**src/rtl/gpio_pkg.sv**
```systemverilog
// GPIO controller shared definitions: register map, register count, debounce constant.
// Latency: n/a (types and constants only).
// Backpressure: n/a.
package gpio_pkg;

    // Word offsets of the registers relative to BASE_ADR
    localparam logic [3:0] REG_OUT      = 4'd0;
    localparam logic [3:0] REG_OUT_SET  = 4'd1;
    localparam logic [3:0] REG_OUT_CLR  = 4'd2;
    localparam logic [3:0] REG_IN       = 4'd3;
    localparam logic [3:0] REG_EN       = 4'd4;
    localparam logic [3:0] REG_IRQ_EN   = 4'd5;
    localparam logic [3:0] REG_RISE_EN  = 4'd6;
    localparam logic [3:0] REG_FALL_EN  = 4'd7;
    localparam logic [3:0] REG_IRQ_STAT = 4'd8;
    localparam logic [3:0] REG_DEB_DIV  = 4'd9;

    localparam int GPIO_REG_NUM = 10;

    // A pin's filtered value follows the synchronised value only after it
    // has been stable for this many prescaler ticks.
    localparam int DEB_STABLE_CNT = 3;

    // Word offset of a bus address from the block base; wraps below base so
    // that a single unsigned compare against GPIO_REG_NUM decides a hit.
    function automatic logic [13:0] reg_offset(input logic [13:0] adr, input logic [13:0] base);
        return adr - base;
    endfunction

endpackage

```
**src/rtl/gpio_if.sv**
```systemverilog
// DMA I/O bus slice seen by one peripheral: write port, read strobe, read-data daisy chain.
// Latency: n/a (wiring only).
// Backpressure: none; the bus has no stall, every strobe is accepted.
interface gpio_if;
    logic        dma_io_we;
    logic [13:0] dma_io_wadr;
    logic [31:0] dma_io_wdata;
    logic [13:0] dma_io_radr;
    logic        dma_io_radr_en;
    logic [31:0] dma_io_rdata_in;
    logic [31:0] dma_io_rdata;

    // Bus side: issues strobes, supplies upstream read data, receives chained read data
    modport master (
        output dma_io_we, dma_io_wadr, dma_io_wdata,
        output dma_io_radr, dma_io_radr_en, dma_io_rdata_in,
        input  dma_io_rdata
    );

    // Peripheral side
    modport slave (
        input  dma_io_we, dma_io_wadr, dma_io_wdata,
        input  dma_io_radr, dma_io_radr_en, dma_io_rdata_in,
        output dma_io_rdata
    );
endinterface

```
**src/rtl/gpio_pin_filter.sv**
```systemverilog
// One-pin input conditioner: SYNC_STG-flop synchroniser then filter flop (debounce with GPIO_DEBOUNCE_EN).
// Latency: SYNC_STG+1 clk without debounce; with debounce the value must be stable for 3 ticks.
// Backpressure: none.
module gpio_pin_filter
    import gpio_pkg::*;
#(
    parameter int SYNC_STG = 2
) (
    input  logic clk,
    input  logic rst_n,
    input  logic pin_i,
`ifdef GPIO_DEBOUNCE_EN
    input  logic tick_i,
    input  logic clr_i,
`endif
    output logic filt_o
);

    logic [SYNC_STG-1:0] sync_q;
    logic                sync_val;
    logic                filt_q;

    // Metastability synchroniser for the asynchronous pad input
    always_ff @(posedge clk or negedge rst_n) begin
        if (!rst_n) sync_q <= '0;
        else        sync_q <= {sync_q[SYNC_STG-2:0], pin_i};
    end

    assign sync_val = sync_q[SYNC_STG-1];

`ifdef GPIO_DEBOUNCE_EN
    localparam int CW = $clog2(DEB_STABLE_CNT);

    logic [CW-1:0] stab_q, stab_d;
    logic          filt_d;

    // Count ticks during which the synchronised value differs from the
    // filtered one; any cycle of agreement (a bounce back) restarts the count.
    always_comb begin
        stab_d = stab_q;
        filt_d = filt_q;
        if (clr_i || (sync_val == filt_q)) begin
            stab_d = '0;
        end else if (tick_i) begin
            if (stab_q == CW'(DEB_STABLE_CNT - 1)) begin
                filt_d = sync_val;
                stab_d = '0;
            end else begin
                stab_d = stab_q + CW'(1);
            end
        end
    end

    // Debounce state register
    always_ff @(posedge clk or negedge rst_n) begin
        if (!rst_n) begin
            stab_q <= '0;
            filt_q <= 1'b0;
        end else begin
            stab_q <= stab_d;
            filt_q <= filt_d;
        end
    end
`else
    // Without debounce the filter is a plain retiming flop
    always_ff @(posedge clk or negedge rst_n) begin
        if (!rst_n) filt_q <= 1'b0;
        else        filt_q <= sync_val;
    end
`endif

    assign filt_o = filt_q;

endmodule

```
**src/rtl/gpio_ctrl.sv**
```systemverilog
// Parametrised GPIO controller on the DMA I/O bus: out/dir/set/clr, filtered input, edge irq.
// Latency: writes apply on the strobe edge; read data 1 clk after radr_en; gpio_i->IN SYNC_STG+1 clk.
// Backpressure: none; optional input debounce selected by macro GPIO_DEBOUNCE_EN.
module gpio_ctrl
    import gpio_pkg::*;
#(
    parameter int          GPIO_W   = 8,
    parameter logic [13:0] BASE_ADR = 14'h3F88,
    parameter int          SYNC_STG = 2,
    parameter int          DEB_W    = 16
) (
    input  logic              clk,
    input  logic              rst_n,
    gpio_if.slave             bus,
    input  logic [GPIO_W-1:0] gpio_i,
    output logic [GPIO_W-1:0] gpio_o,
    output logic [GPIO_W-1:0] gpio_en,
    output logic              irq
);

    logic [13:0]       woff, roff;
    logic              wr_hit, rd_hit;
    logic [3:0]        wsel, rsel;
    logic [GPIO_W-1:0] wd;

    logic [GPIO_W-1:0] out_q, out_d;
    logic [GPIO_W-1:0] en_q, en_d;
    logic [GPIO_W-1:0] irq_en_q, irq_en_d;
    logic [GPIO_W-1:0] rise_en_q, rise_en_d;
    logic [GPIO_W-1:0] fall_en_q, fall_en_d;
    logic [GPIO_W-1:0] irq_stat_q, irq_stat_d;
    logic [GPIO_W-1:0] in_w, in_prev_q, edge_set;
    logic [DEB_W-1:0]  deb_div_rd;

    logic [31:0]       rd_val;
    logic [31:0]       rd_data_q;
    logic              rd_hit_q;
    logic              unused_wdata;

    assign woff   = reg_offset(bus.dma_io_wadr, BASE_ADR);
    assign roff   = reg_offset(bus.dma_io_radr, BASE_ADR);
    assign wsel   = woff[3:0];
    assign rsel   = roff[3:0];
    assign wr_hit = bus.dma_io_we      && (woff < 14'(GPIO_REG_NUM));
    assign rd_hit = bus.dma_io_radr_en && (roff < 14'(GPIO_REG_NUM));
    assign wd     = bus.dma_io_wdata[GPIO_W-1:0];

    // Data bits above the pin count are write-ignored
    assign unused_wdata = ^bus.dma_io_wdata;

`ifdef GPIO_DEBOUNCE_EN
    logic [DEB_W-1:0] deb_div_q, deb_div_d;
    logic [DEB_W-1:0] presc_q;
    logic             deb_tick, deb_clr;

    assign deb_tick   = (presc_q == deb_div_q);
    assign deb_clr    = wr_hit && (wsel == REG_DEB_DIV);
    assign deb_div_rd = deb_div_q;

    // Shared prescaler: one tick every DEB_DIV+1 clocks, restarted by a DEB_DIV write
    always_ff @(posedge clk or negedge rst_n) begin
        if (!rst_n)                  presc_q <= '0;
        else if (deb_clr || deb_tick) presc_q <= '0;
        else                         presc_q <= presc_q + DEB_W'(1);
    end
`else
    assign deb_div_rd = '0;
`endif

    // Per-pin synchroniser and filter
    for (genvar g = 0; g < GPIO_W; g++) begin : g_pin
        gpio_pin_filter #(
            .SYNC_STG (SYNC_STG)
        ) u_filt (
            .clk    (clk),
            .rst_n  (rst_n),
            .pin_i  (gpio_i[g]),
`ifdef GPIO_DEBOUNCE_EN
            .tick_i (deb_tick),
            .clr_i  (deb_clr),
`endif
            .filt_o (in_w[g])
        );
    end

    assign edge_set = (in_w & ~in_prev_q & rise_en_q) | (~in_w & in_prev_q & fall_en_q);

    // Register file next state; an edge in the same cycle as a w1c keeps the status bit set
    always_comb begin
        out_d      = out_q;
        en_d       = en_q;
        irq_en_d   = irq_en_q;
        rise_en_d  = rise_en_q;
        fall_en_d  = fall_en_q;
        irq_stat_d = irq_stat_q | edge_set;
`ifdef GPIO_DEBOUNCE_EN
        deb_div_d  = deb_div_q;
`endif
        if (wr_hit) begin
            case (wsel)
                REG_OUT:      out_d      = wd;
                REG_OUT_SET:  out_d      = out_q | wd;
                REG_OUT_CLR:  out_d      = out_q & ~wd;
                REG_EN:       en_d       = wd;
                REG_IRQ_EN:   irq_en_d   = wd;
                REG_RISE_EN:  rise_en_d  = wd;
                REG_FALL_EN:  fall_en_d  = wd;
                REG_IRQ_STAT: irq_stat_d = (irq_stat_q & ~wd) | edge_set;
`ifdef GPIO_DEBOUNCE_EN
                REG_DEB_DIV:  deb_div_d  = bus.dma_io_wdata[DEB_W-1:0];
`endif
                default: ;
            endcase
        end
    end

    // Register file and input history state
    always_ff @(posedge clk or negedge rst_n) begin
        if (!rst_n) begin
            out_q      <= '0;
            en_q       <= '0;
            irq_en_q   <= '0;
            rise_en_q  <= '0;
            fall_en_q  <= '0;
            irq_stat_q <= '0;
            in_prev_q  <= '0;
`ifdef GPIO_DEBOUNCE_EN
            deb_div_q  <= '0;
`endif
        end else begin
            out_q      <= out_d;
            en_q       <= en_d;
            irq_en_q   <= irq_en_d;
            rise_en_q  <= rise_en_d;
            fall_en_q  <= fall_en_d;
            irq_stat_q <= irq_stat_d;
            in_prev_q  <= in_w;
`ifdef GPIO_DEBOUNCE_EN
            deb_div_q  <= deb_div_d;
`endif
        end
    end

    // Read-back mux; write-only strobes and unused high bits read as zero
    always_comb begin
        rd_val = '0;
        case (rsel)
            REG_OUT:      rd_val[GPIO_W-1:0] = out_q;
            REG_IN:       rd_val[GPIO_W-1:0] = in_w;
            REG_EN:       rd_val[GPIO_W-1:0] = en_q;
            REG_IRQ_EN:   rd_val[GPIO_W-1:0] = irq_en_q;
            REG_RISE_EN:  rd_val[GPIO_W-1:0] = rise_en_q;
            REG_FALL_EN:  rd_val[GPIO_W-1:0] = fall_en_q;
            REG_IRQ_STAT: rd_val[GPIO_W-1:0] = irq_stat_q;
            REG_DEB_DIV:  rd_val[DEB_W-1:0]  = deb_div_rd;
            default: ;
        endcase
    end

    // Capture the read hit and its data for the following cycle
    always_ff @(posedge clk or negedge rst_n) begin
        if (!rst_n) begin
            rd_hit_q  <= 1'b0;
            rd_data_q <= '0;
        end else begin
            rd_hit_q <= rd_hit;
            if (rd_hit) rd_data_q <= rd_val;
        end
    end

    assign bus.dma_io_rdata = rd_hit_q ? rd_data_q : bus.dma_io_rdata_in;
    assign gpio_o           = out_q;
    assign gpio_en          = en_q;
    assign irq              = |(irq_stat_q & irq_en_q);

endmodule
```
**src/flat_wrapper.sv**
```systemverilog
// flat-port wrapper written by rule: the top's interface ports become plain ports
module gpio_ctrl_flat import gpio_pkg::*;
#(
    parameter int          GPIO_W   = 8,
    parameter logic [13:0] BASE_ADR = 14'h3F88,
    parameter int          SYNC_STG = 2,
    parameter int          DEB_W    = 16
)
  (clk, rst_n, gpio_i, gpio_o, gpio_en, irq, bus_dma_io_we, bus_dma_io_wadr, bus_dma_io_wdata, bus_dma_io_radr, bus_dma_io_radr_en, bus_dma_io_rdata_in, bus_dma_io_rdata);
  gpio_if bus_i ();
  input  logic clk;
  input  logic rst_n;
  input  logic [GPIO_W-1:0] gpio_i;
  output logic [GPIO_W-1:0] gpio_o;
  output logic [GPIO_W-1:0] gpio_en;
  output logic irq;
  input wire logic [$bits(bus_i.dma_io_we)-1:0] bus_dma_io_we;
  input wire logic [$bits(bus_i.dma_io_wadr)-1:0] bus_dma_io_wadr;
  input wire logic [$bits(bus_i.dma_io_wdata)-1:0] bus_dma_io_wdata;
  input wire logic [$bits(bus_i.dma_io_radr)-1:0] bus_dma_io_radr;
  input wire logic [$bits(bus_i.dma_io_radr_en)-1:0] bus_dma_io_radr_en;
  input wire logic [$bits(bus_i.dma_io_rdata_in)-1:0] bus_dma_io_rdata_in;
  output wire logic [$bits(bus_i.dma_io_rdata)-1:0] bus_dma_io_rdata;
  assign bus_i.dma_io_we = bus_dma_io_we;
  assign bus_i.dma_io_wadr = bus_dma_io_wadr;
  assign bus_i.dma_io_wdata = bus_dma_io_wdata;
  assign bus_i.dma_io_radr = bus_dma_io_radr;
  assign bus_i.dma_io_radr_en = bus_dma_io_radr_en;
  assign bus_i.dma_io_rdata_in = bus_dma_io_rdata_in;
  assign bus_dma_io_rdata = bus_i.dma_io_rdata;
  gpio_ctrl #(.GPIO_W(GPIO_W), .BASE_ADR(BASE_ADR), .SYNC_STG(SYNC_STG), .DEB_W(DEB_W)) u_core (.clk(clk), .rst_n(rst_n), .bus(bus_i), .gpio_i(gpio_i), .gpio_o(gpio_o), .gpio_en(gpio_en), .irq(irq));
endmodule
```
**config.mk**
```make
export PLATFORM = sky130hd
export DESIGN_NAME = gpio_ctrl_flat
export DESIGN_NICKNAME = d
export VERILOG_FILES = /design/src/rtl/gpio_pkg.sv /design/src/rtl/gpio_if.sv /design/src/rtl/gpio_pin_filter.sv /design/src/rtl/gpio_ctrl.sv /design/src/flat_wrapper.sv
export SDC_FILE = /design/constraint.sdc
export NUM_CORES = 1
export LEC_CHECK = 0
export ABC_AREA = 1
export CELL_PAD_IN_SITES_DETAIL_PLACEMENT = 0
export CELL_PAD_IN_SITES_GLOBAL_PLACEMENT = 1
export CORE_MARGIN = 3
export CORE_UTILIZATION = 30
export CTS_CLUSTER_SIZE = 25
export DETAILED_ROUTE_END_ITERATION = 6
export DONT_BUFFER_PORTS = 1
export GPL_TIMING_DRIVEN = 0
export PLACE_DENSITY = 0.65
export SYNTH_ARGS = -nofsm -noshare
export SYNTH_HDL_FRONTEND = slang
export SYNTH_SLANG_ARGS = --single-unit
export TNS_END_PERCENT = 1
```
**constraint.sdc**
```tcl
create_clock -name clk -period 1.7 [get_ports clk]
set_clock_uncertainty 0.2 [all_clocks]
set_input_delay 0.17 -clock clk [delete_from_list [all_inputs] [get_ports clk]]
set_output_delay 0.17 -clock clk [all_outputs]
set_load 0.02 [all_outputs]
```
==> impl_metrics.csv, run 1 <==
group,metric,value,unit
clock_network,numCtsBuffers,9,
worst_setup_path,worstPathArrival,1300,ps
placement,placed_cell_area,4950,µm²
cells_and_area,regArea,2227,µm²
floorplanning,die_h,131.0,µm
floorplanning,die_x,131.0,µm
clock_network,clk_latency,340,ps
clock_network,clock_tree.root_cell,"clkbuf_16",
routing,viasPerCell,4.731,
clock_network,clkTransAtPathRegs,60,ps
power,ir_drop,0.4226,mV
synthesis,yosys.area.top_type,"dfrtp_1",
placement,gp_congestion,0.8539,
timing,rsz0062_at_grt,"true",
routing,vias,4220,
power,leakagePower,2.974,nW
floorplanning,std_cell_rows,45,
synthesis,yosysUniqueCellTypes,29,
power,p_comb_frac,0.078,
floorplanning,start_util,0.3071,
worst_setup_path,worstSetupPathType,"reg2out",
cells_and_area,final_util,0.3769,
synthesis,synth_nets,748,
power,clkPwrFrac,0.483,
cells_and_area,drive_gt1_frac,0.1087,
timing,setup_viol,0,
hold_path,holdCritPathClass,"in2async",
worst_setup_path,crit_path_start,"u_core.irq_stat_q[6]",
cells_and_area,final_nets,782,
placement,placed_cells,853,
worst_setup_path,worstReg2RegStart,"u_core.gpio_en[4]",
worst_setup_path,crit_fanout,3,
timing,fmax,598.8,MHz
synthesis,synthSimpleGateAreaFrac,0.3506,
placement,numPortBuffers,0,
global_route,grt_max_degree,90,
timing,setup_tns,0,ps
power,powerDensity,864.9,nW/µm²
synthesis,synthCells,642,
timing,worst_pin_slew,973.8,ps
global_route,grt.total_usage,0.1645,
cells_and_area,synthToLayoutAreaGrowth,22.72,%
global_route,grt_pass1_vias,4077,
synthesis,yosysTopAreaCellShare,0.4753,
clock_network,cts_hold_buf,22,
synthesis,yosysSeqAreaShare,0.4753,
synthesis,synth.area.top_cells,"dfrtp_1 48%, nand2_1 18%, inv_1 8.3%",
power,switching_share,0.2205,
routing,ant_nets,0,
run_status,status,"complete, but fails checks",
synthesis,syn_area_per_cell,7.299,µm²
routing,wl_per_cell,15.30,µm
cells_and_area,final-instance-count-excl-fill,892,
clock_network,cts_buffer_depth,2,
routing,firstDrtPassIters,5,
placement,hpwl,9989,µm
floorplanning,coreArea,15260,µm²
worst_setup_path,cp.required,1330,ps
synthesis,synth_top_family_by_area,"simple AND/OR/NAND/NOR gates",
cells_and_area,multi_input_area,2188,µm²
synthesis,synth-xor-area-share,0,
cells_and_area,fillers,1588,
timing,worst_hold_slack,-675.4,ps
synthesis,ys_ff_latch,89,
cells_and_area,diodes,0,
routing,drc,0,
clock_network,cts_tree,"built",
timing,period_share,0.9824,
power,p_switching,1.097,mW
timing,slew_headroom,0.3484,
cells_and_area,final_cell_area,5751,µm²
global_route,grt_pass1_wl,21360,µm
timing,finalHoldViolCount,97,
global_route,antenna_found_initial,0,
synthesis,syn-cell-area,4686,µm²
synthesis,ys_warn_count,0,
routing,drt_iter0_drc,279,
synthesis,muxShareOfSynthArea,0.01923,
worst_setup_path,endpoint_kind,"output pin",
routing,totalWireLength,13650,µm
run,drv_cap,0,
power,p_seq_frac,0.438,
timing,period_needed,1670,ps
worst_setup_path,cp-start-kind,"flip-flop",
timing,drv_slew,0,
synthesis,synthAdderAreaFrac,0.005340,
power,p_int,3.877,mW
clock_network,clock-sinks,89,
synthesis,synth-compound-area-share,0.05314,
floorplanning,dieArea,17150,µm²
run_status,failed_checks,"hold timing",
global_route,gr-total-overflow,0,
floorplanning,io_pins,153,
power,finalPower,4.974,mW
clock_network,cts-htree-levels,3,
[area by class of cell]
type / instances / area share
tap: 211 / 0.04591
timing repair buffer: 23 / 0.03960
sequential: 89 / 0.3873
clock inverter: 5 / 0.02219
clock buffer: 11 / 0.04047
multi-input combinational: 439 / 0.3805
inverter: 105 / 0.06919
buffer: 9 / 0.01480
[stage by stage]
| step | setup WS (ps) | hold WS (ps) |
|---|---|---|
| 2_1_floorplan | 26.40 | -325.6 |
| 3_3_place_gp | -327.5 | -321.9 |
| 3_5_place_dp | -319.7 | -322.0 |
| 4_1_cts | -1.634 | -697.2 |
| 5_1_grt | -64.37 | -703.6 |
| 6_report | 29.94 | -675.4 |
[state kept, by name, indices dropped and copies added (netlist names)]
name and flops:
u_core.fall_en_q 8, u_core.g_pin.u_filt.filt_o 8, u_core.g_pin.u_filt.sync_q 16, u_core.gpio_en 8
u_core.gpio_o 8, u_core.in_prev_q 8, u_core.irq_en_q 8, u_core.irq_stat_q 8
u_core.rd_data_q 8, u_core.rd_hit_q 1, u_core.rise_en_q 8
[power groups by stage]
stage	clock network [mW]	logic, mW	registers (mW)
finish	2.40	0.390	2.18
floorplan	0	0.242	2.21
detailed placement	0	0.301	2.22
CTS	2.47	0.385	2.18
global route	2.58	0.434	2.18
global placement	0	0.300	2.22
[worst paths after layout]
path | endpoint | slack (ps) | depth (start not counted)
worst max-delay path | irq | 30 | 4
worst min-delay path | u_core.rd_data_q[1] | -680 | 0
worst max register to register | u_core.rd_data_q[4] | 130 | 6
worst min register to register | u_core.g_pin[0].u_filt.sync_q[1] | 150 | 0
max in group asynchronous | u_core.in_prev_q[1] | 1810 | 0
min in group clk | u_core.gpio_en[5] | -100 | 3
[what timing repair did]
item | CTS | global route
pin swaps | 7 | 12
setup endpoints to repair | 29 | 62
buffers inserted | 1 | 0
hold endpoints to repair | 146 | 97
gates resized for setup | 54 | 6
[cell usage after synthesis (all sizes together)]
cell and instances:
nor2 65, dfrtp 89, inv 104, o22ai 8, o21bai 1, clkinv 1, nand2 226, mux2 8
ha 2, buf 7, clkbuf 2, nand3 76, a31oi 8, nand3b 1, nor3 9, nor3b 1
nand4 8, a221oi 2, a21oi 9, o21ai 15
[critical path, cell delays in order, from the launching register on]
cell,delay [ps]
dfrtp_1,400
nand2_1,90
o21ai_2,70
a221oi_2,240
nand2_2,170
[logic make-up after synthesis]
| family | after synthesis |
|---|---|
| compound gates | 43 |
| simple gates | 386 |
| mux | 8 |
| flops | 89 |
| fa+ha+maj | 2 |
| buf+inv | 114 |
[layer usage]
metal / vias up / wire length (µm) / track usage
li1: 2075 / - / -
met1: 1989 / 6091 / 0.2171
met2: 143 / 6365 / 0.2622
met3: 13 / 1033 / 0.05732
met4: 0 / 161 / 0.03509
met5: - / 0 / 0
[cell usage in the layout (no fill, tap or decap), types with 8 or more instances in the layout]
master         instances
nand2_1              222
inv_1                102
dfrtp_1               89
nand3_1               75
nor2_1                39
nor2_4                23
dlygate4sd3_1         22
o21ai_0               13
clkbuf_16              9
mux2_2                 8
a21oi_1                8
nand4_1                8
a31oi_1                8
o22ai_1                8
(Power assumes the default switching activity.)
==> run 2, diff against run 1 <==
--- a/config.mk
+++ b/config.mk
@@ -12,9 +12,8 @@
 export CORE_UTILIZATION = 30
 export CTS_CLUSTER_SIZE = 25
 export DETAILED_ROUTE_END_ITERATION = 6
-export DONT_BUFFER_PORTS = 1
 export GPL_TIMING_DRIVEN = 0
-export PLACE_DENSITY = 0.65
+export PLACE_DENSITY = 0.83
 export SYNTH_ARGS = -nofsm -noshare
 export SYNTH_HDL_FRONTEND = slang
 export SYNTH_SLANG_ARGS = --single-unit
==> run 2 against run 1 <==
  * Critical path depth down 1
  * Utilization grew 6.0 points
  * Highest routed layer unchanged
  * Sequential cell count unchanged
  * Critical endpoint is now bus_dma_io_rdata[5]
  * Clock-buffer cell count did not move
  * The flow finishes with violations (setup timing)
  * Sequential share of layout area is 5.3 points lower
  * Maximum frequency decreased by 5.8%
  * First-iteration DRC count is 14% lower
  * Die area unchanged
  * Non-clock buffer count rose by 114
==> impl_metrics.csv, run 2 (synthesis results as in run 1) <==
group,metric,value,unit
placement,numPortBuffers,127,
routing,drc,0,
timing,setup_viol,7,
cells_and_area,synthToLayoutAreaGrowth,42.32,%
timing,rsz0062_at_grt,"true",
routing,drt_iter0_drc,241,
power,p_switching,1.195,mW
cells_and_area,final-instance-count-excl-fill,1005,
floorplanning,die_x,131.0,µm
power,p_seq_frac,0.467,
cells_and_area,fillers,1565,
timing,slew_headroom,0.5370,
global_route,grt_pass1_wl,21870,µm
placement,placed_cell_area,6246,µm²
floorplanning,io_pins,153,
cells_and_area,final_cell_area,6669,µm²
floorplanning,coreArea,15260,µm²
worst_setup_path,endpoint_kind,"output pin",
run,drv_cap,0,
routing,vias,4620,
global_route,grt_pass1_vias,4208,
timing,drv_slew,0,
cells_and_area,largest_register_ffs,16,
cells_and_area,final_cell_mix,"210 x nand2_1, 100 x inv_1, 88 x dfrtp_1",
power,p_comb_frac,0.136,
worst_setup_path,worstSetupPathType,"reg2out",
power,p_int,3.468,mW
timing,period_share,1.042,
clock_network,clock_tree.root_cell,"clkbuf_16",
power,finalPower,4.663,mW
worst_setup_path,crit_fanout,10,
timing,fmax,564.3,MHz
worst_setup_path,cp.required,1330,ps
power,clkPwrFrac,0.396,
run_status,failed_checks,"setup timing",
timing,worst_pin_slew,692.3,ps
global_route,grt_max_degree,56,
clock_network,cts_tree,"built",
placement,hpwl,10520,µm
worst_setup_path,slowest_delay,380,ps
worst_setup_path,reg2reg_depth,6,
worst_setup_path,worst_path_max_delay_cell,"mux2_2",
hold_path,whs_path_depth,1,
placement,pre_cts_ws,-876.5,ps
clock_network,numCtsBuffers,9,
power,ir_drop,0.5572,mV
power,leakagePower,3.442,nW
cells_and_area,final_nets,896,
floorplanning,std_cell_rows,45,
worst_setup_path,cp_top_family,"multiplexers",
worst_setup_path,crit_buf_inv,2,
cells_and_area,regMostFlops,"u_core.g_pin.u_filt.sync_q",
cells_and_area,diodes,0,
worst_setup_path,cp_cell_sequence,"buf_8, mux2_2, buf_2",
timing,period_needed,1772,ps
global_route,antenna_found_initial,0,
routing,totalWireLength,14160,µm
clock_network,clkTransAtPathRegs,70,ps
cells_and_area,final_common_cell,"nand2_1",
clock_network,clk_latency,340,ps
global_route,gr-total-overflow,0,
floorplanning,start_util,0.3071,
floorplanning,dieArea,17150,µm²
run_status,status,"complete, but fails checks",
timing,worst_hold_slack,61.85,ps
timing,layout_setup_ws,-72.10,ps
routing,wl_per_cell,14.09,µm
global_route,grt.total_usage,0.1654,
hold_path,holdCritPathClass,"in2reg",
placement,placed_cells,981,
clock_network,cts-htree-levels,3,
power,switching_share,0.2563,
power,powerDensity,699.1,nW/µm²
cells_and_area,drive_gt1_frac,0.1612,
routing,firstDrtPassIters,5,
cells_and_area,final_util,0.4371,
placement,gp_congestion,0.8535,
worst_setup_path,cp.depth,3,
worst_setup_path,cp-start-kind,"flip-flop",
worst_setup_path,worstPathArrival,1400,ps
routing,ant_nets,0,
clock_network,cts_buffer_depth,2,
floorplanning,die_h,131.0,µm
timing,finalHoldViolCount,0,
routing,viasPerCell,4.597,
timing,setup_tns,-181.7,ps
clock_network,clock-sinks,89,
==> run 2: area by class of cell <==
| cell class | instances | area [µm²] | share of cell area |
|---|---|---|---|
| Sequential cell | 89 | 2228 | 0.3341 |
| Multi-Input combinational cell | 439 | 2172 | 0.3257 |
| Timing Repair Buffer | 137 | 1239 | 0.1857 |
| Inverter | 105 | 399.1 | 0.05985 |
| Tap cell | 211 | 264.0 | 0.03959 |
| Clock buffer | 11 | 242.7 | 0.03640 |
| Buffer | 9 | 95.09 | 0.01426 |
| Clock inverter | 4 | 28.78 | 0.004315 |
==> run 2: power by group through the flow <==
| stage | combinational (mW) | sequential (mW) | clock (mW) |
|---|---|---|---|
| after CTS | 0.625 | 2.18 | 1.90 |
| after global placement | 0.625 | 2.22 | 0 |
| after detailed placement | 0.635 | 2.22 | 0 |
| after floorplan | 0.242 | 2.21 | 0 |
| after global routing | 0.702 | 2.18 | 1.98 |
| final | 0.636 | 2.18 | 1.85 |
==> run 2: what timing repair did <==
item	CTS	global route
hold endpoints to repair	36	0
gates resized for setup	223	42
hold buffers	1	0
cloned	1	0
setup endpoints to repair	106	89
pin swaps	12	10
setup buffers	5	2
==> run 2: worst paths after layout <==
path | startpoint | to | slack (ps)
worst max register to register | u_core.g_pin[4].u_filt.filt_o | u_core.rd_data_q[4] | 260
min in group asynchronous | rst_n | u_core.irq_stat_q[0] | 130
worst min register to register | u_core.g_pin[3].u_filt.sync_q[0] | u_core.g_pin[3].u_filt.sync_q[1] | 150
worst max-delay path | u_core.rd_hit_q | bus_dma_io_rdata[5] | -70
max in group asynchronous | rst_n | u_core.in_prev_q[1] | 530
worst min-delay path | gpio_i[4] | u_core.g_pin[4].u_filt.sync_q[0] | 60
==> run 2: per-layer routing <==
metal  vias to the layer above  routed length (µm)  GRT usage
li1                       2306                   -          -
met1                      2115                6224     0.2256
met2                       172                6447     0.2619
met3                        27                1140    0.03333
met4                         0                 346    0.05808
met5                         -                   0          0
==> run 3, diff against run 2 <==
--- a/config.mk
+++ b/config.mk
@@ -8,13 +8,13 @@
 export ABC_AREA = 1
 export CELL_PAD_IN_SITES_DETAIL_PLACEMENT = 0
 export CELL_PAD_IN_SITES_GLOBAL_PLACEMENT = 1
-export CORE_MARGIN = 3
+export CORE_MARGIN = 2
 export CORE_UTILIZATION = 30
 export CTS_CLUSTER_SIZE = 25
 export DETAILED_ROUTE_END_ITERATION = 6
-export GPL_TIMING_DRIVEN = 0
 export PLACE_DENSITY = 0.83
 export SYNTH_ARGS = -nofsm -noshare
 export SYNTH_HDL_FRONTEND = slang
+export SYNTH_HIERARCHICAL = 1
 export SYNTH_SLANG_ARGS = --single-unit
 export TNS_END_PERCENT = 1
==> run 3 against run 2 <==
  * The flow still finishes with violations (setup timing)
  * Combinational power rose by 16%
  * Die area fell by 4.1%
  * Register-to-register slack improved by 90 ps
  * Synthesized cell count fell by 2.8%
  * Clock-buffer cell count fell by 1
  * Utilization rose by 4.2 points
==> impl_metrics.csv, run 3 <==
group,metric,value,unit
routing,drc,0,
timing,setup_viol,9,
placement,placed_cell_area,6690,µm²
synthesis,ys_warn_count,6,
clock_network,clk_latency,340,ps
synthesis,synthTopCellsByCount,"241 x nand2_1, 89 x dfrtp_1, 69 x nor2_1",
cells_and_area,final_common_cell,"nand2_1",
synthesis,synth_nets,730,
clock_network,numCtsBuffers,9,
global_route,gr-total-overflow,0,
routing,totalWireLength,15390,µm
cells_and_area,drive_gt1_frac,0.2449,
worst_setup_path,cp.required,1330,ps
power,finalPower,4.999,mW
timing,layout_setup_ws,-53.26,ps
routing,drt_iter0_drc,225,
timing,slew_headroom,0.6860,
timing,fmax,570.4,MHz
placement,gp_congestion,0.8361,
clock_network,cts-htree-levels,3,
timing,drv_slew,0,
timing,worst_hold_slack,67.05,ps
floorplanning,die_x,128.3,µm
cells_and_area,diodes,0,
timing,worst_pin_slew,471.0,ps
power,powerDensity,689.5,nW/µm²
cells_and_area,final_cell_mix,"226 x nand2_1, 89 x dfrtp_1, 86 x buf_4",
synthesis,synth.area.top_cells,"dfrtp_1 48%, nand2_1 20%, nand4_1 5.9%",
synthesis,yosysTopAreaCellShare,0.4808,
synthesis,yosys.area.top_type,"dfrtp_1",
run_status,failed_checks,"setup timing",
timing,rsz0062_at_grt,"true",
floorplanning,dieArea,16450,µm²
placement,hpwl,10880,µm
clock_network,clkTransAtPathRegs,60,ps
floorplanning,io_pins,153,
floorplanning,start_util,0.3058,
placement,numPortBuffers,128,
synthesis,synth_edf_count,0,
synthesis,ys_ff_latch,89,
routing,wl_per_cell,15.07,µm
synthesis,async_reset_ff_frac,1.000,
floorplanning,std_cell_rows,45,
timing,finalHoldViolCount,0,
power,ir_drop,0.6069,mV
hold_path,holdCritPathClass,"in2reg",
worst_setup_path,cp-start-kind,"flip-flop",
cells_and_area,final_util,0.4787,
cells_and_area,largest_register_ffs,16,
synthesis,synthCells,624,
synthesis,synthFlopType,"dfrtp_1",
cells_and_area,synthToLayoutAreaGrowth,56.54,%
clock_network,clock_tree.root_cell,"clkbuf_16",
clock_network,clock-sinks,89,
synthesis,syn-cell-area,4632,µm²
timing,period_share,1.031,
run,drv_cap,0,
power,leakagePower,3.835,nW
global_route,grt_pass1_wl,23960,µm
worst_setup_path,crit_fanout,2,
clock_network,cts_tree,"built",
worst_setup_path,endpoint_kind,"output pin",
synthesis,syn_area_per_cell,7.423,µm²
global_route,grt_max_degree,90,
floorplanning,die_h,128.3,µm
global_route,grt_pass1_vias,4715,
routing,vias,4915,
global_route,grt.total_usage,0.1873,
cells_and_area,final_nets,937,
timing,period_needed,1753,ps
routing,firstDrtPassIters,5,
clock_network,cts_buffer_depth,2,
floorplanning,coreArea,15150,µm²
global_route,antenna_found_initial,0,
worst_setup_path,worstSetupPathType,"reg2out",
cells_and_area,regMostFlops,"u_core/g_pin.u_filt/sync_q",
run_status,status,"complete, but fails checks",
routing,viasPerCell,4.814,
cells_and_area,final_cell_area,7251,µm²
routing,ant_nets,0,
synthesis,yosysUniqueCellTypes,30,
synthesis,yosysMostFrequentCell,"nand2_1",
synthesis,yosysSeqAreaShare,0.4808,
worst_setup_path,worstPathArrival,1380,ps
-- run 3: changes by cell type after synthesis, sizes merged, moves of 2 or more --
cell    previous run  this run
a21oi              9         7
clkbuf             2         6
inv              104        68
nand2            226       243
nand3             76        44
nand4              8        44
nor2              65        74
nor3               9         6
o21ai             15        10
o22ai              8         0
-- run 3: worst max-delay path, cell delays in order (launching register included) --
cell	delay, ps
dfrtp_1	400
nand2_2	90
nand2_2	60
a221oi_2	210
nand2_1	130
buf_6	150
-- run 3: final timing paths --
kind | from | end | slack (ps) | depth (start not counted)
hold / removal | gpio_i[0] | u_core/g_pin[0].u_filt/sync_q[0] | 70 | 1
max in group asynchronous | rst_n | u_core/fall_en_q[7] | 730 | 3
hold reg to reg | u_core/g_pin[1].u_filt/sync_q[1] | u_core/g_pin[1].u_filt/filt_o | 140 | 0
setup / recovery | u_core/irq_stat_q[0] | irq | -50 | 5
setup reg to reg | u_core/g_pin[2].u_filt/filt_o | u_core/rd_data_q[2] | 350 | 6
min in group asynchronous | rst_n | u_core/g_pin[2].u_filt/sync_q[1] | 220 | 3
-- run 3: per-stage QoR --
stage	TNS, ps	cells	setup WS (ps)
floorplan	-108.9	624	-10.19
global placement	-37870	1004	-705.2
detailed placement	-41090	1004	-769.5
CTS	-1162	1020	-127.3
global route	-1863	1021	-123.5
finish	-269.5	1021	-53.26
-- run 3: logic make-up after synthesis --
family | count (synthesis) | synth area share
AO/OA/AOI/OAI | 29 | 0.03782
XOR/XNOR | 2 | 0.003782
adder cells (fa/ha/maj) | 2 | 0.005402
buffers and inverters | 82 | 0.07266
flip-flops | 89 | 0.4808
multiplexers | 8 | 0.01945
AND/OR/NAND/NOR | 412 | 0.3801
-- run 3: report_power, final --
group          internal [mW]  switching [mW]  leakage (nW)
Combinational          0.351           0.389          2.56
Clock                   1.30           0.776         0.147
Sequential              2.16          0.0210          1.13
Total                   3.81            1.19          3.83
-- run 3: repair_timing --
| action | CTS | global route |
|---|---|---|
| hold buffers | 1 | 0 |
| pin swaps | 9 | 17 |
| cloned | 2 | 0 |
| endpoints found under the hold margin | 89 | 0 |
| setup endpoints to repair | 106 | 90 |
| setup buffers | 0 | 1 |
| gates resized for setup | 203 | 93 |
-- run 3: final cells by class --
type,instances,area [µm²]
Multi-Input combinational cell,454,2315
Clock buffer,10,239.0
Tap cell,188,235.2
Sequential cell,89,2227
Inverter,69,259.0
Timing Repair Buffer,208,1908
Clock inverter,3,67.56
Fill cell,1463,7895
-- run 3: routing by layer --
layer,part of all wire,vias to the layer above,routed length [µm],global-route usage
li1,-,2422,-,-
met1,0.43,2291,6562,0.2398
met2,0.48,184,7410,0.3191
met3,0.079,18,1216,0.04007
met4,0.013,0,197,0.05301
met5,0,-,0,0
==> patch 1, RTL diff (config.mk and constraints of run 1) <==
Add a define of `GPIO_DEBOUNCE_EN`.
--- a/src/rtl/gpio_pin_filter.sv
+++ b/src/rtl/gpio_pin_filter.sv
@@ -1,6 +1,8 @@
 // One-pin input conditioner: SYNC_STG-flop synchroniser then filter flop (debounce with GPIO_DEBOUNCE_EN).
 // Latency: SYNC_STG+1 clk without debounce; with debounce the value must be stable for 3 ticks.
 // Backpressure: none.
+`define GPIO_DEBOUNCE_EN
+
 module gpio_pin_filter
     import gpio_pkg::*;
 #(
Behaviour: not the same (a bounded check fails within 4 cycles, from zero or initial values and one cycle with rst_n low).
==> patch 1 against run 1 <==
- the run ends with hold timing, setup timing left
- first-iteration DRC count rose by 22%
- final area rose by 69%
- sequential cell count rose by 56
- routed wire length rose by 67%
- utilization rose by 0.80 points
- combinational power rose to 6.4 times the old value
- synthesized area rose by 65%
- sequential share of layout area fell by 1.3 points
- setup slack got worse by 0.27 ns
- non-clock buffer count rose by 48
- power rose by 110%
- via count rose by 62%
- clock power rose by 55%
- sequential power rose by 92%
==> patch 1: results (changes against run 1) <==
----------------------------------------------------
[Cells and area]
  Fraction of area in clock buffers and inverters ... 5.96% (was 6.27%)
  Buffers outside the clock class ... 80 (was 32)
  Layout overhead on the synthesized area ... 25.4% (was 22.7%)
  Footprint of the multi-input gates ... 0.00382 sq mm (was 0.00219 sq mm)
  Clock buffers ... 20 (was 11)
  Reg area ... 0.00364 sq mm (was 0.00223 sq mm)

[Status]
  Run status ... finished with violations (unchanged)
  Violations in the final reports ... hold timing, setup timing (was hold timing)

[Routing]
  Detailed route wirelength on metal3 ... 1.29 mm (was 1.03 mm)
  Number of DRC markers in iteration 0 ... 341 (was 279)
  Post-detailed-route via-to-cell ratio ... 4.78 (was 4.73)

[Synth]
  Adder and majority gate portion of the synthesized area ... 0.484% (was 0.534%)
  Largest cells by area after synthesis ... sky130_fd_sc_hd__dfrtp_1, sky130_fd_sc_hd__nand2_1, sky130_fd_sc_hd__nor2_1 (was sky130_fd_sc_hd__dfrtp_1, sky130_fd_sc_hd__nand2_1, sky130_fd_sc_hd__inv_1)
  Synth Area per Inst ... 7.59 sq um (was 7.30 sq um)
  Sequential share of the synthesized area ... 46.8% (was 47.5%)
  Multiplexer area fraction after synthesis ... 2.32% (was 1.92%)

[STA]
  Slew at the pin with the worst max-slew slack ... 0.849 ns (was 0.974 ns)
  Post-Route Setup TNS ... -7.38 ns (was 0 ns)
  Final setup fails ... 64 (was 0)
  Worst hold margin ... -0.757 ns (was -0.675 ns)
  Final Hold Viols ... 159 (was 97)
  PnR worst setup slack ... -0.239 ns (was 0.0299 ns)

[Power and ir drop]
  Share of power burned in registers ... 40.3% (was 43.8%)
  Clock Power Share ... 35.8% (was 48.3%)
  Lkg Pwr ... 4.78 nW (was 2.97 nW)
  Comb power ... 0.00248 W (was 0.000390 W)

[Critical path]
  Reg2Reg Launch Point ... u_core.deb_div_q[9] (was u_core.gpio_en[4])
  Dominant delay contributor by cell family on the critical path ... simple AND/OR/NAND/NOR gates (was flip-flops)
  Crit-path max FO ... 5 (was 3)
  CP max stage delay ... 0.43 ns (was 0.40 ns)
  Crit path arrival time ... 2.05 ns (was 1.30 ns)

[Clock tree]
  Hold bufs inserted after CTS ... 35 (was 22)
  Maximum level of the CTS H-tree ... 4 (was 3)
  Cells resized by post-CTS repair ... 79 (was 54)
  Setup bufs post-CTS ... 8 (was 1)

[Global route]
  Pin count of the biggest net entering global routing ... 146 (was 90)
  Met2 Use GR ... 26.4% (was 26.2%)

[Floorplan]
  Core region area ... 0.0253 sq mm (was 0.0153 sq mm)

[Place]
  Final RePlAce weighted congestion ... 0.821 (was 0.854)
  Number of instances in the placed design ... 1352 (was 853)

----------------------------------------------------
## patch 1: cell types whose count changed after synthesis, moves of 11 or more
cell                      change
sky130_fd_sc_hd__buf_2       +12
sky130_fd_sc_hd__dfrtp_1     +56
sky130_fd_sc_hd__inv_1       +17
sky130_fd_sc_hd__nand2_1     +91
sky130_fd_sc_hd__nand4_1     +34
sky130_fd_sc_hd__nor2_1      +66
sky130_fd_sc_hd__o21ai_0     +15
sky130_fd_sc_hd__o21ai_1     +11
sky130_fd_sc_hd__xor2_1      +25
## patch 1: final timing paths
check | to | depth (start not counted) | slack (ns)
max in group asynchronous | u_core.g_pin[5].u_filt.filt_o | 0 | 1.71
worst max-delay path | u_core.g_pin[3].u_filt.stab_q[1] | 11 | -0.24
worst max register to register | u_core.g_pin[3].u_filt.stab_q[1] | 11 | -0.24
min in group clk | u_core.irq_stat_q[0] | 4 | -0.13
worst min register to register | u_core.g_pin[3].u_filt.sync_q[1] | 0 | 0.15
worst min-delay path | u_core.gpio_en[7] | 0 | -0.76
==> patch 2, RTL diff (config.mk and constraints of run 1) <==
Without the edit above. Register the output `irq`; this adds one clock of latency there. The other outputs are not delayed to match.
--- a/src/rtl/gpio_ctrl.sv
+++ b/src/rtl/gpio_ctrl.sv
@@ -171,6 +171,8 @@
     assign bus.dma_io_rdata = rd_hit_q ? rd_data_q : bus.dma_io_rdata_in;
     assign gpio_o           = out_q;
     assign gpio_en          = en_q;
-    assign irq              = |(irq_stat_q & irq_en_q);
+    always_ff @(posedge clk) begin
+        irq <= |(irq_stat_q & irq_en_q);
+    end
 
 endmodule
Check against the original RTL: not equivalent (Yosys sat finds a counterexample within 10 cycles, from zero or initial values and one cycle with rst_n low).
==> patch 2 against run 1 <==
- the flow still finishes with violations (hold timing)
- sequential cell count grew 1
- clock power shrank 23%
- power shrank 11%
- sequential share of layout area grew 0.33 points
- setup slack gained 0.0091 ns
- utilization is essentially flat
- count of clock-buffer cells in the layout grew 2
- final area is essentially flat
- non-clock buffer count grew 7
- routed wire length grew 4.9%
- synthesized area grew 0.13%
- highest routed layer unchanged
==> patch 2: results (changes against run 1) <==
----------------------------------------------------
[Routing]
  Number of DRC markers in iteration 0 ... 303 (was 279)
  Final wirelength ... 14.3 mm (was 13.7 mm)
  Vias after detailed routing ... 4253 (was 4220)
  Post-detailed-route via-to-cell ratio ... 4.76 (was 4.73)
  Number of detailed-route iterations in the first pass ... 5 (unchanged)

[Synth]
  Number of standard cells after synthesis ... 638 (was 642)
  Syn Nets ... 744 (was 748)
  Commonest cells in the synthesized netlist ... sky130_fd_sc_hd__nand2_1, sky130_fd_sc_hd__inv_1, sky130_fd_sc_hd__dfrtp_1 (unchanged)
  Distinct cell type count after synthesis ... 34 (was 29)
  Synth Warn # ... 0 (unchanged)
  Sequential share of the synthesized area ... 47.9% (was 47.5%)
  Largest cells by area after synthesis ... sky130_fd_sc_hd__dfrtp_1, sky130_fd_sc_hd__nand2_1, sky130_fd_sc_hd__nand3_1 (was sky130_fd_sc_hd__dfrtp_1, sky130_fd_sc_hd__nand2_1, sky130_fd_sc_hd__inv_1)
  Fraction of synthesis flops using an asynchronous set or reset pin ... 98.9% (was 100%)

[Critical path]
  Crit-path max FO ... 10 (was 3)
  Dominant delay contributor by cell family on the critical path ... multiplexers (was flip-flops)
  CP max stage delay ... 0.40 ns (about the same)
  Crit path arrival time ... 1.29 ns
  Crit-path slowest cell ... sky130_fd_sc_hd__mux2_2 (was sky130_fd_sc_hd__dfrtp_1)

[Cells and area]
  ANT cells ... 0 (unchanged)
  Ratio of cells with drive above 1 in the final layout ... 12.0% (was 10.9%)
  Most flop-heavy register ... u_core.g_pin.u_filt.sync_q (unchanged)
  Max FFs per register ... 16 (unchanged)
  Final Net Count ... 784 (was 782)

[Place]
  Port Buf Inserts ... 0 (unchanged)
  Number of instances in the placed design ... 849 (was 853)
  Placed wire-length estimate ... 10.1 mm (was 9.99 mm)
  Post-placement worst setup slack ... -0.521 ns (was -0.320 ns)
  Final RePlAce weighted congestion ... 0.859 (was 0.854)
  Placed instance area ... 0.00496 sq mm (was 0.00495 sq mm)

[Clock tree]
  Clock Pin Slew Worst Setup and Hold Paths ... 0.06 ns (about the same)
  Number of buffers between clock root and the deepest sink ... 2 (unchanged)
  Root cell of the clock tree ... sky130_fd_sc_hd__clkbuf_16 (unchanged)
  Maximum level of the CTS H-tree ... 3 (unchanged)
  Clock buffer count from CTS ... 9 (unchanged)

[Power and ir drop]
  Lkg Pwr ... 3.02 nW (was 2.97 nW)
  Worst IR Drop VDD ... 617 uV (was 423 uV)

[STA]
  Worst hold margin ... -0.686 ns (was -0.675 ns)
  Final Hold Viols ... 91 (was 97)
  Relative max-transition margin ... 36.0% (was 34.8%)

[Status]
  Run status ... finished with violations (unchanged)
  Violations in the final reports ... hold timing (unchanged)

[Global route]
  Total global routing track utilization ... 17.0% (was 16.5%)
  Via count of the first global-routing pass ... 4042 (was 4077)
  Pin count of the biggest net entering global routing ... 90 (unchanged)
  Initial antenna violation count ... 0 (unchanged)
  Wire length of the first global-routing pass ... 21.9 mm (was 21.4 mm)

[Worst hold path]
  Kind of path behind the tightest hold check ... input pin to asynchronous set/reset pin (unchanged)

----------------------------------------------------
==> patch 2: layer usage <==
| metal | track usage (%) | share of wire (%) | wire length, microns | vias to the layer above |
|---|---|---|---|---|
| met2 | 28.6 | 48 | 6840 | 146 |
| met3 | 4.66 | 7.4 | 1060 | 19 |
| met5 | 0 | 0 | 0 | - |
| met4 | 4.36 | 1.3 | 187 | 0 |
| li1 | - | - | - | 2074 |
| met1 | 21.8 | 44 | 6230 | 2014 |
==> patch 2: metrics by stage <==
step / TNS, ns / util, %
global placement: -16.34 / 32.5
CTS: 0 / 36.7
global route: -0.633 / 37.7
floorplan: 0 / -
detailed placement: -18.30 / 32.5
finish: 0 / 37.7
==> patch 2: cells by family (layout without fill, tap and decap cells) <==
logic type               Yosys count  count (layout)  synth area share [%]
AO/OA/AOI/OAI                     38              38                  4.99
XOR/XNOR                           2               2                 0.373
adder cells (fa/ha/maj)            2               2                 0.533
buffers and inverters            112             157                  9.55
flip-flops                        90              90                  47.9
multiplexers                       8               8                  1.92
AND/OR/NAND/NOR                  386             386                  34.7
==> patch 2: repair_timing <==
item	4_1_cts	5_1_grt
buffers inserted	1	6
cloned	0	1
pin swaps	0	12
endpoints found under the hold margin	146	90
resized for setup	52	18
endpoints found under the setup margin	44	62
hold buffers	18	3
==> patch 2: power by group <==
part	total (W)	switching, W	internal, W	leakage (nW)
sequential	0.00221	0.0000230	0.00218	1.09
clock	0.00184	0.000810	0.00102	0.133
combinational	0.000395	0.000264	0.000131	1.79
total	0.00444	0.00110	0.00334	3.02
==> patch 2: worst register-to-register path, stage by stage, from the launching register on <==
cell                      delay, ns
sky130_fd_sc_hd__dfrtp_1       0.49
sky130_fd_sc_hd__nand3_1       0.12
sky130_fd_sc_hd__o21ai_0       0.08
sky130_fd_sc_hd__a21oi_1       0.13
sky130_fd_sc_hd__nand4_1       0.18
sky130_fd_sc_hd__nand3_1       0.14
sky130_fd_sc_hd__nand2_1       0.05
==> patch 2: layout make-up <==
cell class	count	area, sq um
clock inverter	3	15.0
timing repair buffer	29	290
fill	1596	9510
clock buffer	13	250
tap	211	264
buffer	10	109
sequential	90	2250
inverter	102	387
multi-input combinational	436	2190
==> patch 2: final timing paths <==
check	from	to	slack (ns)	cells past startpoint
min in group clk	bus_dma_io_radr[11]	u_core.rd_hit_q	-0.03	4
hold reg to reg	u_core.g_pin[7].u_filt.sync_q[1]	u_core.g_pin[7].u_filt.filt_o	0.14	0
hold / removal	rst_n	u_core.gpio_o[6]	-0.69	0
setup / recovery	u_core.rd_hit_q	bus_dma_io_rdata[5]	0.04	2
setup reg to reg	u_core.gpio_en[2]	u_core.rd_data_q[2]	0.19	6
max in group asynchronous	rst_n	u_core.g_pin[7].u_filt.sync_q[0]	1.82	0
